==> src/rtl/front_pipe_regs.sv <==
// front_pipe_regs: PC, IF/ID and ID/EX pipeline registers for the RV32I
// front end, with decode-stage register extraction and event counters.
//
// Ports:
//   clk, rst              core clock, async active-high reset
//   instr_F, pc_target_E  fetched instruction, execute redirect target
//   Stall, Flush          hazard unit hold / squash requests
//   pc_F                  fetch PC
//   instr_D, pc_D, valid_D, RS1D, RS2D, RDD      decode stage
//   pc_E, RS1E, RS2E, RDE, rd_en, w_enE, valid_E execute stage
//   stall_cnt, flush_cnt  saturating event counters

package front_pipe_pkg;

  typedef struct packed {
    logic [31:0] instr;
    logic [31:0] pc;
    logic        valid;
  } if_id_t;

  typedef struct packed {
    logic [31:0] pc;
    logic [4:0]  rs1;
    logic [4:0]  rs2;
    logic [4:0]  rd;
    logic        ld;
    logic        wr;
    logic        valid;
  } id_ex_t;

  typedef struct packed {
    logic [4:0] rs1;
    logic [4:0] rs2;
    logic [4:0] rd;
    logic       ld;
    logic       wr;
  } dec_t;

  localparam logic [6:0] OP_R     = 7'b0110011;
  localparam logic [6:0] OP_IALU  = 7'b0010011;
  localparam logic [6:0] OP_LOAD  = 7'b0000011;
  localparam logic [6:0] OP_JALR  = 7'b1100111;
  localparam logic [6:0] OP_STORE = 7'b0100011;
  localparam logic [6:0] OP_BR    = 7'b1100011;
  localparam logic [6:0] OP_LUI   = 7'b0110111;
  localparam logic [6:0] OP_AUIPC = 7'b0010111;
  localparam logic [6:0] OP_JAL   = 7'b1101111;

endpackage

module front_pipe_regs
  import front_pipe_pkg::*;
#(
  parameter logic [31:0] RESET_PC  = 32'h0000_0000,
  parameter logic [31:0] NOP_INSTR = 32'h0000_0013,
  parameter int          CNT_W     = 16
) (
  input  logic             clk,
  input  logic             rst,
  input  logic [31:0]      instr_F,
  input  logic [31:0]      pc_target_E,
  input  logic             Stall,
  input  logic             Flush,
  output logic [31:0]      pc_F,
  output logic [31:0]      instr_D,
  output logic [31:0]      pc_D,
  output logic             valid_D,
  output logic [4:0]       RS1D,
  output logic [4:0]       RS2D,
  output logic [4:0]       RDD,
  output logic [31:0]      pc_E,
  output logic [4:0]       RS1E,
  output logic [4:0]       RS2E,
  output logic [4:0]       RDE,
  output logic             rd_en,
  output logic             w_enE,
  output logic             valid_E,
  output logic [CNT_W-1:0] stall_cnt,
  output logic [CNT_W-1:0] flush_cnt
);

  logic [31:0]      pc_q;
  if_id_t           id_q;
  id_ex_t           ex_q;
  dec_t             dec;
  logic [CNT_W-1:0] stall_q;
  logic [CNT_W-1:0] flush_q;

  // Flush dominates Stall; the three cases are exclusive.
  logic do_flush;
  logic do_hold;
  logic do_adv;

  assign do_flush = Flush;
  assign do_hold  = Stall & ~Flush;
  assign do_adv   = ~Stall & ~Flush;

  // Decode: classify opcode by which register fields it uses.
  logic [6:0] opc;
  logic       fmt_r;
  logic       fmt_i;
  logic       fmt_sb;
  logic       fmt_uj;

  assign opc    = id_q.instr[6:0];
  assign fmt_r  = (opc == OP_R);
  assign fmt_i  = (opc == OP_IALU) |
                  (opc == OP_LOAD) |
                  (opc == OP_JALR);
  assign fmt_sb = (opc == OP_STORE) |
                  (opc == OP_BR);
  assign fmt_uj = (opc == OP_LUI) |
                  (opc == OP_AUIPC) |
                  (opc == OP_JAL);

  always_comb begin
    dec = '0;
    unique case (1'b1)
      fmt_r: begin
        dec.rs1 = id_q.instr[19:15];
        dec.rs2 = id_q.instr[24:20];
        dec.rd  = id_q.instr[11:7];
      end
      fmt_i: begin
        dec.rs1 = id_q.instr[19:15];
        dec.rd  = id_q.instr[11:7];
      end
      fmt_sb: begin
        dec.rs1 = id_q.instr[19:15];
        dec.rs2 = id_q.instr[24:20];
      end
      fmt_uj: begin
        dec.rd  = id_q.instr[11:7];
      end
      default: begin
        dec = '0;
      end
    endcase
    dec.ld = (opc == OP_LOAD);
    // x0 destinations never count as writes
    dec.wr = (fmt_r | fmt_i | fmt_uj) &
             (dec.rd != 5'd0);
    if (!id_q.valid) begin
      dec = '0;
    end
  end

  // PC register
  always_ff @(posedge clk or posedge rst) begin
    if (rst) begin
      pc_q <= RESET_PC;
    end else begin
      unique case (1'b1)
        do_flush: pc_q <= pc_target_E;
        do_hold:  pc_q <= pc_q;
        do_adv:   pc_q <= pc_q + 32'd4;
        default:  pc_q <= pc_q;
      endcase
    end
  end

  // IF/ID register
  always_ff @(posedge clk or posedge rst) begin
    if (rst) begin
      id_q <= '{instr: NOP_INSTR,
                pc: 32'd0,
                valid: 1'b0};
    end else begin
      unique case (1'b1)
        do_flush: begin
          id_q <= '{instr: NOP_INSTR,
                    pc: 32'd0,
                    valid: 1'b0};
        end
        do_hold: id_q <= id_q;
        do_adv: begin
          id_q <= '{instr: instr_F,
                    pc: pc_q,
                    valid: 1'b1};
        end
        default: id_q <= id_q;
      endcase
    end
  end

  // ID/EX register: stall and flush both insert a bubble
  always_ff @(posedge clk or posedge rst) begin
    if (rst) begin
      ex_q <= '0;
    end else if (do_adv) begin
      ex_q <= '{pc: id_q.pc,
                rs1: dec.rs1,
                rs2: dec.rs2,
                rd: dec.rd,
                ld: dec.ld,
                wr: dec.wr,
                valid: id_q.valid};
    end else begin
      ex_q <= '0;
    end
  end

  // Saturating event counters
  always_ff @(posedge clk or posedge rst) begin
    if (rst) begin
      stall_q <= '0;
      flush_q <= '0;
    end else begin
      if (do_hold && !(&stall_q)) begin
        stall_q <= stall_q + CNT_W'(1);
      end
      if (do_flush && !(&flush_q)) begin
        flush_q <= flush_q + CNT_W'(1);
      end
    end
  end

  assign pc_F      = pc_q;
  assign instr_D   = id_q.instr;
  assign pc_D      = id_q.pc;
  assign valid_D   = id_q.valid;
  assign RS1D      = dec.rs1;
  assign RS2D      = dec.rs2;
  assign RDD       = dec.rd;
  assign pc_E      = ex_q.pc;
  assign RS1E      = ex_q.rs1;
  assign RS2E      = ex_q.rs2;
  assign RDE       = ex_q.rd;
  assign rd_en     = ex_q.ld;
  assign w_enE     = ex_q.wr;
  assign valid_E   = ex_q.valid;
  assign stall_cnt = stall_q;
  assign flush_cnt = flush_q;

endmodule

==> config.mk <==
export PLATFORM = sky130hd
export DESIGN_NAME = front_pipe_regs
export DESIGN_NICKNAME = d
export VERILOG_FILES = /design/src/rtl/front_pipe_regs.sv
export SDC_FILE = /design/constraint.sdc
export NUM_CORES = 1
export LEC_CHECK = 0
export BUFFER_PORTS_ARGS = -buffer_cell sky130_fd_sc_hd__buf_2
export CAP_MARGIN = 20
export CELL_PAD_IN_SITES_DETAIL_PLACEMENT = 1
export CELL_PAD_IN_SITES_GLOBAL_PLACEMENT = 1
export CORE_ASPECT_RATIO = 0.5
export CORE_MARGIN = 2
export CORE_UTILIZATION = 41
export CTS_CLUSTER_DIAMETER = 100
export DETAILED_ROUTE_END_ITERATION = 8
export GPL_ROUTABILITY_DRIVEN = 0
export PLACE_DENSITY_LB_ADDON = 0.1
export SKIP_LAST_GASP = 1
export SYNTH_ARGS = -nofsm -noshare
export SYNTH_HDL_FRONTEND = slang
export SYNTH_SLANG_ARGS = --single-unit
==> constraint.sdc <==
create_clock -name clk -period 8.46 [get_ports clk]
set_input_delay 0.423 -clock clk [delete_from_list [all_inputs] [get_ports clk]]
set_output_delay 0.423 -clock clk [all_outputs]
set_load 0.02 [all_outputs]
Word-level counts from Yosys, hierarchy flattened
Index checks and enable logic that the tools add are counted.
- add/sub/neg operators: 3
- equality and inequality tests: 9
- mux-type cells: 7
- bitwise operators: 12
- reductions and logical operators: 11
- operators by type and width (cell ; count):
    65-bit case mux with 2 select lines ; 1
    32-bit case mux with 2 select lines ; 1
    50-bit 2-to-1 mux ; 1
    16-bit by 1-bit adder with 16-bit output, second input constant ; 2
    32-bit by 3-bit adder with 32-bit output, second input constant ; 1
    16-bit AND reduction ; 2
    7-bit by 6-bit equality test with 1-bit output, second input constant ; 3
    7-bit equality test, second input constant ; 3
    17-bit 2-to-1 mux ; 1
    5-bit 2-to-1 mux ; 3
    7-bit by 5-bit equality test with 1-bit output, second input constant ; 2
    7-bit by 2-bit equality test with 1-bit output, second input constant ; 1
    1-bit OR ; 7
    3-bit OR reduction ; 2
    5-bit nonzero test ; 1
    1-bit AND ; 3
    1-bit logical AND ; 2
    1-bit logical NOT ; 2
    1-bit NOT ; 2
    2-bit nonzero test ; 1
    2-bit OR reduction ; 1
- bits in registers: 179
- output and inout bits: 194
- logic and storage cells: 55

Logic depth before layout (Yosys ltp)
- depth in word-level cells: 9
- depth in mapped cells: 7

Worst setup path after synthesis
OpenSTA, ideal clock, no wires.
- kind: register -> register
- from: reg pc_q[2], in the netlist pc_F[2]
- to: reg pc_q[24], in the netlist pc_F[24]
- arrival: 2204 ps
- required time: 8378 ps
- setup slack: 6175 ps
- cell stages (with the launch flop): 7
- buffers on the path: 1
- path through: dfrtp_1 ha_1 nand4_1 or4_1 clkbuf_1 or4_1 a31oi_1
- cells in the longest elaborated chain, start to end: 2
- ends and longest elaborated chain (element ; line ; source):
    start, declared ; 82 ; logic [31:0] pc_q;
    start signal, assigned ; 154 ; do_flush: pc_q <= pc_target_E;
    start signal, assigned ; 155 ; do_hold: pc_q <= pc_q;
    start signal, assigned ; 156 ; do_adv: pc_q <= pc_q + 32'd4;
    32-bit by 3-bit adder with 32-bit output ; 156 ;
    32-bit case mux with 2 select lines ; 153 ; unique case (1'b1)
No other way between the ends.
A chain may end at the register's enable or synchronous reset.

Worst setup path in the final report
- from: in Stall
- to: reg stall_q[11], in the netlist stall_cnt[11]
- cells in the longest elaborated chain, start to end: 2
- ends and longest elaborated chain (element ; line ; source):
    start, declared ; 62 ; input logic Stall,
    1-bit AND ; 95 ; assign do_hold = Stall & ~Flush;
    1-bit logical AND ; 209 ; if (do_hold && !(&stall_q)) begin
    end signal, assigned ; 210 ; stall_q <= stall_q + CNT_W'(1);
    end, declared ; 86 ; logic [CNT_W-1:0] stall_q;
No other way between the ends.

==> metrics.yaml <==
yosys:
  netlist_area_mm2: 0.00778
  synthArstFlopShare: 1.00
  synth-seq-cells: 179
  syn_inst: 708
  syn-num-nets: 779
  synth_area_per_cell_um2: 11.0
  synth_warnings: 0
  synth_flop_cell: "dfrtp_1"
  synth-seq-area-share: 0.577
  synth-edff-count: 0
  yosysUniqueCellTypes: 45
global_routing:
  antenna_found_initial: 1
  grt_use_total: 0.222
  grt_max_degree: 114
  grt_pass1_wl_um: 34800
  grt.overflow.total: 0
  grt_pass1_vias: 6477
floorplanning:
  die_width_um: 199
  io_pins: 262
  die_height_um: 101
  die_area_mm2: 0.0202
  num_rows: 35
  start_util: 0.421
  coreArea_mm2: 0.0185
route:
  avgRoutedWirePerCell_um: 18.0
  drtAntennaViolNets: 0
  highest_layer: "met4"
  dr_wl_met3_um: 1190
  vias: 6315
  wl_met2_um: 10800
  drt_iter0_drc: 202
  drc: 0
  first_pass_iters: 5
  viasPerCell: 5.16
  wirelength_um: 22100
  met1_length_um: 9900
worst_hold_path:
  hold_path_class: "primary input to async pin"
pwr:
  p_clk_frac: 0.361
  pwr-share-seq: 0.472
  p_leak_nw: 5.19
  comb_power_share: 0.167
  peakVddDrop_mv: 0.152
  internal-power_mw: 1.48
  p_switching_mw: 0.669
  power_density_mw_per_mm2: 218
  swShare: 0.312
sta:
  finalMaxSlewViolations: 0
  setup_viol: 0
  timing.final.crit_share: 0.305
  hold_slack_ns: 0.134
  tightest_slew_ns: 0.892
  max_freq_mhz: 387
  slew_headroom: 0.404
  fin_skew_ns: 0.0108
  rsz0062_at_grt: "no"
  tns_ns: 0
  hold_viol_final: 0
  min_period_ns: 2.58
cts:
  cts_tree: "yes"
  hold_buffers: 0
  cts_setup_buffers: 0
  clk_latency_ns: 0.42
  cts-htree-levels: 4
  clkTransAtPathRegs_ns: 0.07
  cts_root_buf: "clkbuf_16"
  clock_path_buffers: 2
  cts_buffers: 17
  cts_resized: 0
  clock-sinks: 179
outcome:
  status: "finished clean"
flow_run:
  cap_violations: 0
worst_setup_path:
  critPathSlowestCell: "buf_4"
  worst_path_largest_cell_delay_ns: 0.74
  path_max_fanout: 48
  worst_path_most_repeated_cell: "buf_4"
  worst_ep_required_time_ns: 8.74
  endpoint_kind: "flip-flop"
  ff2ff_path_depth: 5
  path_cells: "buf_4 -> buf_4 -> nor2b_1 -> nand2_1 -> a2111oi_0 -> xor2_1"
  worstSetupStartpointType: "primary input"
  path_class: "primary input to flip-flop"
  arrival_ns: 2.86
finish:
  design_area_mm2: 0.00986
  fin_util: 0.533
  syn_to_final_growth_pct: 26.8
  antenna_cells: 0
  drive_above_1_share: 0.320
  nNetsFinal: 1023
placement:
  portBuffers: 261
  placed_area_mm2: 0.00929
  hpwl_um: 15700
[synth_stat cells, types with 6 or more instances]
cell	number	area [um2]
dfrtp_1	176	4400
buf_1	8	30.0
a31oi_1	13	81.3
mux2_2	6	67.6
xor2_1	17	149
xnor2_1	22	193
nand3_1	17	85.1
o21ai_0	19	95.1
a21oi_1	13	65.1
o211ai_1	6	45.0
o31ai_1	10	75.1
nor2_1	91	342
nor3_1	10	50.1
clkbuf_1	27	101
and2_1	61	382
nor4_1	7	43.8
or4_1	14	105
nand4_1	16	100
and3_1	14	87.6
nand2_1	43	161
mux2i_1	63	631
inv_1	8	30.0
[worst max-delay path, delay by kind of cell]
kind	cells	cell delay, ns
compound gates	1	0.51
xor+xnor	1	0.13
buf+inv	2	1.14
simple gates	2	0.58
[sequential cells by signal, summed over array words and instances (netlist names), 5 cells and up]
signal and flops:
RS1E 5, stall_cnt 16, RS2E 5, pc_D 32, RDE 5, pc_E 32
pc_F 32, flush_cnt 16, instr_D 32
[metrics by stage]
stage / total power, mW / worst slack [ns] / std cells
floorplan: 1.24 / 3.18 / 708
global placement: 1.38 / 5.52 / 1192
detailed placement: 1.39 / 5.44 / 1192
CTS: 2.17 / 5.88 / 1224
global route: 2.25 / 5.70 / 1224
finish: 2.15 / 5.88 / 1224
[cells in the final DEF, fill, tap and decap left out, types with 6 or more instances in the layout]
cell type / count
a21oi_1: 13
a31oi_1: 13
and2_1: 61
and3_1: 14
buf_2: 259
clkbuf_16: 17
dfrtp_1: 176
inv_1: 7
inv_6: 6
mux2_2: 6
mux2i_1: 63
nand2_1: 43
nand3_1: 17
nand4_1: 16
nor2_1: 90
nor3_1: 10
nor4_1: 7
o211ai_1: 6
o21ai_0: 19
o31ai_1: 10
or4_1: 14
xnor2_1: 22
xor2_1: 17
[routing by layer]
metal	vias to the layer above	track usage
met5	-	0
met2	131	0.374
li1	2936	-
met4	0	0.0534
met3	17	0.0583
met1	3231	0.290
[logic make-up (layout without fill, tap and decap cells)]
kind of cell / after synthesis / count (layout) / share of synthesized area
simple gates: 302 / 302 / 0.205
fa+ha+maj: 3 / 3 / 0.00483
buf+inv: 47 / 304 / 0.0241
mux: 69 / 69 / 0.0898
xor+xnor: 39 / 39 / 0.0439
compound gates: 69 / 69 / 0.0553
flops: 179 / 179 / 0.577
[power groups by stage]
stage | clock network, mW | registers, mW | logic, mW
floorplan | 0 | 1.09 | 0.148
global placement | 0 | 1.03 | 0.353
detailed placement | 0 | 1.03 | 0.364
CTS | 0.794 | 1.01 | 0.364
global route | 0.829 | 1.03 | 0.393
finish | 0.775 | 1.01 | 0.358
[worst paths after layout]
check	start	endpoint	slack, ns
max	Stall	stall_cnt[11]	5.88
min	rst	pc_E[6]	0.13
max reg2reg	pc_F[2]	pc_F[26]	5.89
min reg2reg	flush_cnt[9]	flush_cnt[9]	0.50
max in group asynchronous	rst	flush_cnt[9]	6.91
min in group clk	pc_target_E[14]	pc_F[14]	0.20
[layout make-up]
cell class                      count  area (um2)
Fill cell                        2129        8620
Sequential cell                   179        4480
Multi-Input combinational cell    482        3110
Timing Repair Buffer              264        1330
Clock buffer                       19         443
Tap cell                          259         324
Clock inverter                     13         123
Inverter                            8        37.5
(Power assumes the default switching activity.)
